==> config.mk <==
export PLATFORM = sky130hd
export DESIGN_NAME = logo_scheduler
export DESIGN_NICKNAME = d
export VERILOG_FILES = /design/src/rtl/logo_pkg.sv /design/src/rtl/sound_arbiter.sv /design/src/rtl/logo_scheduler.sv
export SDC_FILE = /design/constraint.sdc
export NUM_CORES = 1
export LEC_CHECK = 0
export BUFFER_PORTS_ARGS = -buffer_cell sky130_fd_sc_hd__buf_2
export CAP_MARGIN = 20
export CELL_PAD_IN_SITES_DETAIL_PLACEMENT = 0
export CELL_PAD_IN_SITES_GLOBAL_PLACEMENT = 1
export CORE_MARGIN = 3
export CORE_UTILIZATION = 40
export CTS_CLUSTER_DIAMETER = 30
export DETAILED_ROUTE_END_ITERATION = 10
export GPL_TIMING_DRIVEN = 0
export PLACE_DENSITY_LB_ADDON = 0.1
export SYNTH_ARGS = -nofsm -noshare
export SYNTH_HDL_FRONTEND = slang
export SYNTH_SLANG_ARGS = --single-unit
export TNS_END_PERCENT = 100
==> constraint.sdc <==
create_clock -name clk -period 2 [get_ports clk]
set_input_delay 0.4 -clock clk [delete_from_list [all_inputs] [get_ports clk]]
set_output_delay 0.4 -clock clk [all_outputs]
set_load 0.02 [all_outputs]
==> src/rtl/logo_pkg.sv <==
// Shared constants for the bouncing-logo system: sound codes, their priority,
// and default screen/logo dimensions used by the datapath and sound blocks.
package logo_pkg;

    typedef enum logic [1:0] {
        SND_STOP = 2'b00,
        SND_PONG = 2'b01,
        SND_PING = 2'b10,
        SND_GO   = 2'b11
    } sound_code_e;

    typedef enum logic {
        S_IDLE,
        S_PLAY
    } snd_state_e;

    localparam int SCREEN_W = 640;
    localparam int SCREEN_H = 480;
    localparam int LOGO_W   = 128;
    localparam int LOGO_H   = 64;

    // Priority rank, higher wins: go > pong > ping > stop.
    function automatic logic [1:0] snd_rank(input sound_code_e c);
        logic [1:0] r;
        case (c)
            SND_GO:   r = 2'd3;
            SND_PONG: r = 2'd2;
            SND_PING: r = 2'd1;
            default:  r = 2'd0;
        endcase
        return r;
    endfunction

endpackage

==> src/rtl/sound_arbiter.sv <==
// Prioritised sound FSM: turns bounce pulses into a timed code_sound/mute pair
// lasting SOUND_FRAMES frames; reset starts the go jingle.
module sound_arbiter
    import logo_pkg::*;
#(
    parameter int SOUND_FRAMES = 8
) (
    input  logic        clk,
    input  logic        clr,
    input  logic        frame_start,
    input  logic        bounce_x,
    input  logic        bounce_y,
    output sound_code_e code_sound,
    output logic        mute
);

    localparam int SCNT_W = (SOUND_FRAMES > 1) ? $clog2(SOUND_FRAMES) : 1;
    localparam logic [SCNT_W-1:0] SCNT_LAST = SCNT_W'(SOUND_FRAMES - 1);

    snd_state_e        state_q, state_d;
    sound_code_e       code_q, code_d;
    logic              mute_q, mute_d;
    logic [SCNT_W-1:0] scnt_q, scnt_d;

    logic        ev;
    logic        last;
    logic        accept;
    sound_code_e ev_code;

    always_comb begin
        state_d = state_q;
        code_d  = code_q;
        mute_d  = mute_q;
        scnt_d  = scnt_q;

        ev      = bounce_x | bounce_y;
        ev_code = bounce_x ? SND_PONG : SND_PING;
        last    = (state_q == S_PLAY) && frame_start && (scnt_q == SCNT_LAST);
        // A sound about to end accepts any event, so a coinciding hit is never lost.
        accept  = ev && ((state_q == S_IDLE) || last ||
                         (snd_rank(ev_code) >= snd_rank(code_q)));

        if (accept) begin
            state_d = S_PLAY;
            code_d  = ev_code;
            mute_d  = 1'b0;
            scnt_d  = '0;
        end else if ((state_q == S_PLAY) && frame_start) begin
            if (last) begin
                state_d = S_IDLE;
                code_d  = SND_STOP;
                mute_d  = 1'b1;
                scnt_d  = '0;
            end else begin
                scnt_d = scnt_q + 1'b1;
            end
        end
    end

    always_ff @(posedge clk or posedge clr) begin
        if (clr) begin
            state_q <= S_PLAY;
            code_q  <= SND_GO;
            mute_q  <= 1'b0;
            scnt_q  <= '0;
        end else begin
            state_q <= state_d;
            code_q  <= code_d;
            mute_q  <= mute_d;
            scnt_q  <= scnt_d;
        end
    end

    assign code_sound = code_q;
    assign mute       = mute_q;

endmodule

==> src/rtl/logo_scheduler.sv <==
// Frame-synchronous scheduler: derives the position step enable from frame_start
// at a button-adjustable rate and hosts the sound arbiter.
module logo_scheduler
    import logo_pkg::*;
#(
    parameter int DIV_W         = 6,
    parameter int DIV_INIT      = 2,
    parameter int DIV_MIN       = 1,
    parameter int DIV_MAX       = 60,
    parameter int REPEAT_FRAMES = 30,
    parameter int SOUND_FRAMES  = 8
) (
    input  logic             clk,
    input  logic             clr,
    input  logic             frame_start,
    input  logic             inc_vel,
    input  logic             dec_vel,
    input  logic             pause,
    input  logic             bounce_x,
    input  logic             bounce_y,
    output logic             step,
    output logic [DIV_W-1:0] div_level,
    output logic [1:0]       code_sound,
    output logic             mute
);

    localparam int RCNT_W = (REPEAT_FRAMES > 1) ? $clog2(REPEAT_FRAMES) : 1;
    localparam logic [RCNT_W-1:0] RCNT_LAST = RCNT_W'(REPEAT_FRAMES - 1);

    logic              step_q, step_d;
    logic [DIV_W-1:0]  fcnt_q, fcnt_d;
    logic [DIV_W-1:0]  div_q, div_d;
    logic [RCNT_W-1:0] rcnt_q, rcnt_d;
    logic [DIV_W-1:0]  div_m1;
    sound_code_e       snd_code;

    always_comb begin
        step_d = 1'b0;
        fcnt_d = fcnt_q;
        div_d  = div_q;
        rcnt_d = rcnt_q;
        div_m1 = div_q - 1'b1;

        if (frame_start) begin
            // >= so that lowering the divider below fcnt fires on the next frame.
            if (!pause) begin
                if (fcnt_q >= div_m1) begin
                    step_d = 1'b1;
                    fcnt_d = '0;
                end else begin
                    fcnt_d = fcnt_q + 1'b1;
                end
            end

            if (inc_vel ^ dec_vel) begin
                if (rcnt_q == '0) begin
                    if (inc_vel && (div_q > DIV_W'(DIV_MIN)))
                        div_d = div_q - 1'b1;
                    else if (dec_vel && (div_q < DIV_W'(DIV_MAX)))
                        div_d = div_q + 1'b1;
                end
                rcnt_d = (rcnt_q == RCNT_LAST) ? '0 : rcnt_q + 1'b1;
            end else begin
                rcnt_d = '0;
            end
        end
    end

    always_ff @(posedge clk or posedge clr) begin
        if (clr) begin
            step_q <= 1'b0;
            fcnt_q <= '0;
            div_q  <= DIV_W'(DIV_INIT);
            rcnt_q <= '0;
        end else begin
            step_q <= step_d;
            fcnt_q <= fcnt_d;
            div_q  <= div_d;
            rcnt_q <= rcnt_d;
        end
    end

    sound_arbiter #(
        .SOUND_FRAMES(SOUND_FRAMES)
    ) u_sound (
        .clk        (clk),
        .clr        (clr),
        .frame_start(frame_start),
        .bounce_x   (bounce_x),
        .bounce_y   (bounce_y),
        .code_sound (snd_code),
        .mute       (mute)
    );

    assign step       = step_q;
    assign div_level  = div_q;
    assign code_sound = snd_code;

endmodule

==> run summary, run 1 <==
Placed Instances -> 243
Max-cap viol count -> 0
ANT cells -> 0
Post-Synthesis Cells -> 179
Clk root buf -> clkbuf_8
Mean Syn Cell Area -> 9.066 µm²
Setup TNS -> -0.4812 ns
Die Height -> 69.70 µm
Post-synth top area cell -> dfrtp_1
Fraction of registers with async set or reset after synthesis -> 1.000
Largest net degree at the start of global routing -> 26
Die W -> 69.70 µm
Hold buffer count at cts -> 0
Port Buffer Count -> 16
Crit share post-route -> 1.058
Layout Nets -> 230
CP required -> 2.20 ns
Startpoint types -> flip-flop
Post-route ant nets -> 0
Commonest cells post-synth -> nand2_1, dfrtp_1, ha_1, a21oi_1, inv_1
Sequential share of the synthesized area -> 0.3886
Final Util -> 0.5212
Syn nets -> 204
Max frequency -> 472.8 MHz
Synthesis Warnings -> 0
WL final -> 3326 µm
Clk_skew -> 0.001467 ns
Clk buf depth -> 2
Inserted Clock Buffers -> 3
Fillers -> 365
Violated checks -> negative setup slack
Fin cells -> 252
Area Overhead vs Synth -> 21.13%
Mapped Area -> 1623 µm²
CTS tree -> yes
Post-synth EDFFs -> 0
Post-synthesis cell type count -> 38
Status -> complete, but fails checks
Max VDD drop -> 0.5357 mV
Pleak -> 0.9073 nW
Worst Path Max Fanout -> 6
Clock slew at reported path FFs -> 0.09 ns
Total GRT Usage -> 0.1493
Top FF cell, synth -> dfrtp_1
Post-route setup slack -> -0.1152 ns
Routed wire length per instance -> 13.20 µm
Drt drc -> 0
CTS sink count -> 25
Slew Viols, Final -> 0
Critical Path End Type -> flip-flop
Relative slew slack -> 0.6951
Vias post-DR -> 1,345
Initial Util -> 0.4303
Final Wtd Congestion -> 0.7923
Row count -> 22
Drt via density -> 5.337
Worst skew pair latency -> 0.27 ns
Vias in the first global route -> 1,362
Starting DRT DRC Count -> 51
Min Tclk post-route -> 2.115 ns
Share of cells above drive strength 1 -> 0.2794
Core Area -> 3771 µm²
Critical path class -> reg2reg
Final HPWL DP -> 2412 µm
Slew @ Worst Pin -> 0.4569 ns
Initial antenna violation count -> 0
Num ports -> 18
Post-synth top area share -> 0.3238
Count leader, synth -> nand2_1
HP Class -> in2async
Synth top area cells -> dfrtp_1, ha_1, dfstp_2
Final Hold Fails -> 0
Unrepaired setup endpoints after global routing -> true
Final Setup Violations -> 7
Pwr dens -> 1266 nW/µm²
First-pass GRT wire length -> 5968 µm
Pre-CTS setup slack -> -0.2818 ns
Area of the die -> 4857 µm²
Total congestion overflow -> 0
Tot Pwr -> 2.489 mW
Synth Register Bits -> 25
CP arrival -> 2.32 ns
Drt pass-1 iters -> 4
CTS H-tree lvls -> 1
kinds of logic after synthesis:
group	synth area share
fa+ha+maj	0.1311
mux	0.006168
xor+xnor	0.07016
flops	0.3886
buf+inv	0.04549
compound gates	0.1434
simple gates	0.2151
final timing paths:
path | to | startpoint | slack, ns | cells after the start
max in group asynchronous | div_level[1]$_DFFE_PP1P_ | clr | 1.36 | 3
worst min register to register | u_sound.code_sound[1]$_DFFE_PP1P_ | u_sound.code_sound[1]$_DFFE_PP1P_ | 0.49 | 2
min in group clk | u_sound.state_q$_DFFE_PP1P_ | bounce_y | 0.34 | 3
worst max-delay path | fcnt_q[0]$_DFFE_PP0P_ | div_level[4]$_DFFE_PP0P_ | -0.12 | 9
worst max register to register | fcnt_q[0]$_DFFE_PP0P_ | div_level[4]$_DFFE_PP0P_ | -0.12 | 9
worst min-delay path | fcnt_q[2]$_DFFE_PP0P_ | clr | 0.12 | 2
cells in the final DEF (no fill, tap or decap), drive strengths merged:
master  synthesis  routed
nand2          25      25
buf             3      24
dfrtp          21      21
ha             17      17
a21oi          13      13
o21ai          13      13
inv            12      12
nor2           10      10
nand3           7       7
xnor2           7       7
xor2            6       6
clkbuf          2       5
nand2b          4       4
and3            4       4
dfstp           4       4
nor3            4       4
nor3b           3       3
or3             3       3
a211oi          3       3
a21o            2       2
nor2b           2       2
nand4           2       2
or4             2       2
o31ai           2       2
o21bai          1       1
o211a           1       1
nor4            1       1
or2             1       1
a22oi           1       1
a31o            1       1
mux2i           1       1
nand4b          1       1
clkinv          0       1
sequential cells by signal (all words and copies together), names as in the netlist:
| name | cells |
|---|---|
| step | 1 |
| u_sound.state_q | 1 |
| u_sound.scnt_q | 3 |
| rcnt_q | 5 |
| u_sound.mute | 1 |
| div_level | 6 |
| fcnt_q | 6 |
| u_sound.code_sound | 2 |
worst max-delay path, cell delays in order, from the launching register on:
cell     delay, ns
dfrtp_2       0.46
or3_4         0.36
nor3_4        0.17
xnor2_2       0.14
ha_1          0.26
a21oi_1       0.15
o21ai_1       0.09
a21oi_2       0.20
nand2_1       0.09
o21ai_1       0.14
per-stage QoR:
stage | instance area, µm² | hold WS [ns]
finish | 1966 | 0.1216
global route | 1966 | 0.1556
CTS | 1883 | 0.3329
detailed placement | 1790 | 0.4852
global placement | 1790 | 0.4677
floorplan | 1650 | 0.4241
layout make-up:
cell class | instances | area [µm²] | area share
clock inverter | 1 | 5.005 | 0.002546
multi-input combinational | 137 | 1013 | 0.5156
tap | 48 | 60.06 | 0.03055
sequential | 25 | 635.6 | 0.3234
timing repair buffer | 23 | 152.6 | 0.07766
clock buffer | 3 | 41.29 | 0.02101
inverter | 12 | 45.04 | 0.02292
buffer | 3 | 12.51 | 0.006365
metal layers:
layer  share of wire  track usage
met5               0            0
met4           0.011      0.05106
met3           0.026      0.02464
met2            0.52       0.2765
met1            0.44       0.1724
report_power, final:
group / switching [mW] / internal, mW
clock: 0.163 / 0.139
sequential: 0.164 / 0.696
combinational: 0.737 / 0.590
timing repair:
action	in CTS	in global routing
setup endpoints to repair	8	11
setup buffers	6	0
pin swaps	7	1
gates resized for setup	5	11
Note: power is estimated with default switching activity, not from simulation.
==> run 2, diff against run 1 <==
--- a/config.mk
+++ b/config.mk
@@ -10,5 +10,5 @@
 export CELL_PAD_IN_SITES_DETAIL_PLACEMENT = 0
 export CELL_PAD_IN_SITES_GLOBAL_PLACEMENT = 1
-export CORE_MARGIN = 3
+export CORE_MARGIN = 4
 export CORE_UTILIZATION = 40
 export CTS_CLUSTER_DIAMETER = 30
==> constraint.sdc (replaced) <==
create_clock -name clk -period 2 [get_ports clk]
set_input_delay 0.2 -clock clk [delete_from_list [all_inputs] [get_ports clk]]
set_output_delay 0.2 -clock clk [all_outputs]
set_load 0.02 [all_outputs]
==> run 2 against run 1 <==
Net effect:
- the run still ends with negative setup slack left
- clock skew grew 0.0046 ns
- die area increased by 5.8%
- largest power group unchanged
- non-clock buffer count increased by 7
- routed wire length up 3.8%
- highest routed layer unchanged
- via count fell by 1.1%
- critical endpoint is now fcnt_q[5]$_DFFE_PP0P_
- register-to-register slack improved by 0.02 ns
- clock power is 6% higher
==> run summary, run 2 (same netlist as run 1, synthesis figures left out) <==
Status -> complete, but fails checks
Violated checks -> negative setup slack
Largest net degree at the start of global routing -> 26 (unchanged)
Crit-path max cell delay -> 0.43 ns (-0.03 ns)
Final Setup Violations -> 7 (unchanged)
WL final -> 3452 µm (+3.8%)
CP top delay family -> simple AND/OR/NAND/NOR gates
Max frequency -> 477.3 MHz (+0.96%)
Flop-to-flop setup slack -> -0.1 ns (+0.02 ns)
Total congestion overflow -> 0 (unchanged)
Num ports -> 18 (unchanged)
Clock slew at reported path FFs -> 0.10 ns (about the same)
Clk buf depth -> 2 (unchanged)
Setup TNS -> -0.3696 ns (+0.1116 ns)
Most common cell after layout, fill and taps aside -> nand2_1
Drt drc -> 0 (unchanged)
Final HPWL DP -> 2347 µm (-2.7%)
Area after DPL -> 1790 µm² (unchanged)
Vias in the first global route -> 1,368 (+0.44%)
Most frequent CP cell -> a21oi_2
Final Hold Fails -> 0 (unchanged)
CTS sink count -> 25 (unchanged)
Critical Path End Type -> flip-flop
Commonest non-fill, non-tap cells in the layout -> nand2_1, buf_2, dfrtp_1
Slowest library cell on the worst path -> dfrtp_2
Final Wtd Congestion -> 0.7418 (-6.4%)
HP Class -> in2reg
Critical path class -> reg2reg
Drt pass-1 iters -> 4 (unchanged)
Clk root buf -> clkbuf_8
ANT cells -> 0 (unchanged)
Starting DRT DRC Count -> 32 (-37%)
Routed wire length per instance -> 13.33 µm (+0.98%)
Max-cap viol count -> 0 (unchanged)
Post-route setup slack -> -0.09508 ns (+0.02015 ns)
Relative slew slack -> 0.7095 (+0.01439)
Reg2Reg Depth -> 9 (unchanged)
Met1 Use GR -> 0.1823 (+0.009935)
Vias post-DR -> 1,330 (-1.1%)
Row count -> 22 (unchanged)
Crit share post-route -> 1.048 (-0.01007)
First-pass GRT wire length -> 6065 µm (+1.6%)
Hold Crit Depth -> 3
Die W -> 71.70 µm (+2.9%)
Die Height -> 71.70 µm (+2.9%)
Critical path depth -> 9 (unchanged)
Met3 GRT Util -> 0.02104 (-0.003600)
CP arrival -> 2.30 ns (-0.02 ns)
GRT busiest layer -> met2
Area of the die -> 5140 µm² (+5.8%)
CTS H-tree lvls -> 1 (unchanged)
Core Area -> 3799 µm² (+0.73%)
Pleak -> 0.9378 nW (+3.4%)
Worst Path Max Fanout -> 5 (-1)
Min Tclk post-route -> 2.095 ns (-0.02015 ns)
Hold WS -> 0.1299 ns (+0.008327 ns)
Initial Util -> 0.4272 (-0.003118)
Met2 Track Usage GR -> 0.2571 (-0.01934)
CP required -> 2.21 ns (about the same)
Drt via density -> 5.135 (-3.8%)
Clk_skew -> 0.006051 ns (+0.004584 ns)
Design area -> 2014 µm² (+2.5%)
Total GRT Usage -> 0.1447 (-0.004606)
Crit-path cells -> or3_4, nor3_4, xnor2_2, ha_1, a21oi_2, o21ai_1, a21oi_2, nor2_2, a21oi_1
Slew Viols, Final -> 0 (unchanged)
Worst skew pair latency -> 0.28 ns (about the same)
Slew @ Worst Pin -> 0.4353 ns (-0.02156 ns)
Tot Pwr -> 2.546 mW (+2.3%)
CTS tree -> yes
Layout Nets -> 237 (+3.0%)
Port Buffer Count -> 16 (unchanged)
Post-route ant nets -> 0 (unchanged)
Fin cells -> 259 (+2.8%)
Startpoint types -> flip-flop
Initial antenna violation count -> 0 (unchanged)
Pwr dens -> 1264 nW/µm² (-0.19%)
Share of cells above drive strength 1 -> 0.2986 (+0.01917)
Unrepaired setup endpoints after global routing -> true
Crit path buffers/inverters -> 0 (unchanged)
Max VDD drop -> 0.5663 mV (+5.7%)
Inserted Clock Buffers -> 3 (unchanged)
Placed Instances -> 243 (unchanged)
Area Overhead vs Synth -> 24.13%
-- run 2: final timing paths --
check	startpoint	end
max in group asynchronous	clr	u_sound.state_q$_DFFE_PP1P_
worst max register to register	div_level[3]$_DFFE_PP0P_	fcnt_q[5]$_DFFE_PP0P_
min in group asynchronous	clr	fcnt_q[0]$_DFFE_PP0P_
worst max-delay path	div_level[3]$_DFFE_PP0P_	fcnt_q[5]$_DFFE_PP0P_
worst min register to register	u_sound.code_sound[1]$_DFFE_PP1P_	u_sound.code_sound[1]$_DFFE_PP1P_
worst min-delay path	bounce_y	u_sound.state_q$_DFFE_PP1P_
-- run 2: layer usage --
| metal | vias to the layer above | part of all wire | wire, µm |
|---|---|---|---|
| li1 | 680 | - | - |
| met1 | 630 | 0.46 | 1591 |
| met2 | 16 | 0.50 | 1737 |
| met3 | 4 | 0.027 | 93 |
| met4 | 0 | 0.0084 | 29 |
| met5 | - | 0 | 0 |
-- run 2: worst reg2reg max path, stage by stage (launching register included) --
cell     delay [ns]
dfrtp_2        0.43
or3_4          0.39
nor3_4         0.18
xnor2_2        0.09
ha_1           0.33
a21oi_2        0.14
o21ai_1        0.08
a21oi_2        0.17
nor2_2         0.09
a21oi_1        0.13
-- run 2: final cells by class --
cell class	instances	area, µm²
Tap cell	48	60.06
Sequential cell	25	635.6
Fill cell	359	1784
Clock inverter	1	7.507
Clock buffer	3	41.29
Buffer	3	12.51
Multi-Input combinational cell	137	1005
Inverter	12	45.04
Timing Repair Buffer	30	207.7
-- run 2: timing repair --
item                       4_1_cts  5_1_grt
gates resized for setup          3       12
hold endpoints to repair         0        8
hold buffers                     0        1
pin swaps                        8        3
setup endpoints to repair        8       10
setup buffers                   12        3
-- run 2: power breakdown --
| group | internal (mW) | switching (mW) | total, mW |
|---|---|---|---|
| Sequential | 0.696 | 0.161 | 0.857 |
| Clock | 0.142 | 0.180 | 0.321 |
| Combinational | 0.616 | 0.752 | 1.37 |
| Total | 1.45 | 1.09 | 2.55 |
-- run 2: per-stage QoR --
stage / utilization / worst slack, ns
after floorplan: - / -0.1551
after global placement: 0.4713 / -0.2590
after detailed placement: 0.4713 / -0.2906
after CTS: 0.5049 / -0.09387
after global routing: 0.5303 / -0.2035
final: 0.5303 / -0.09508
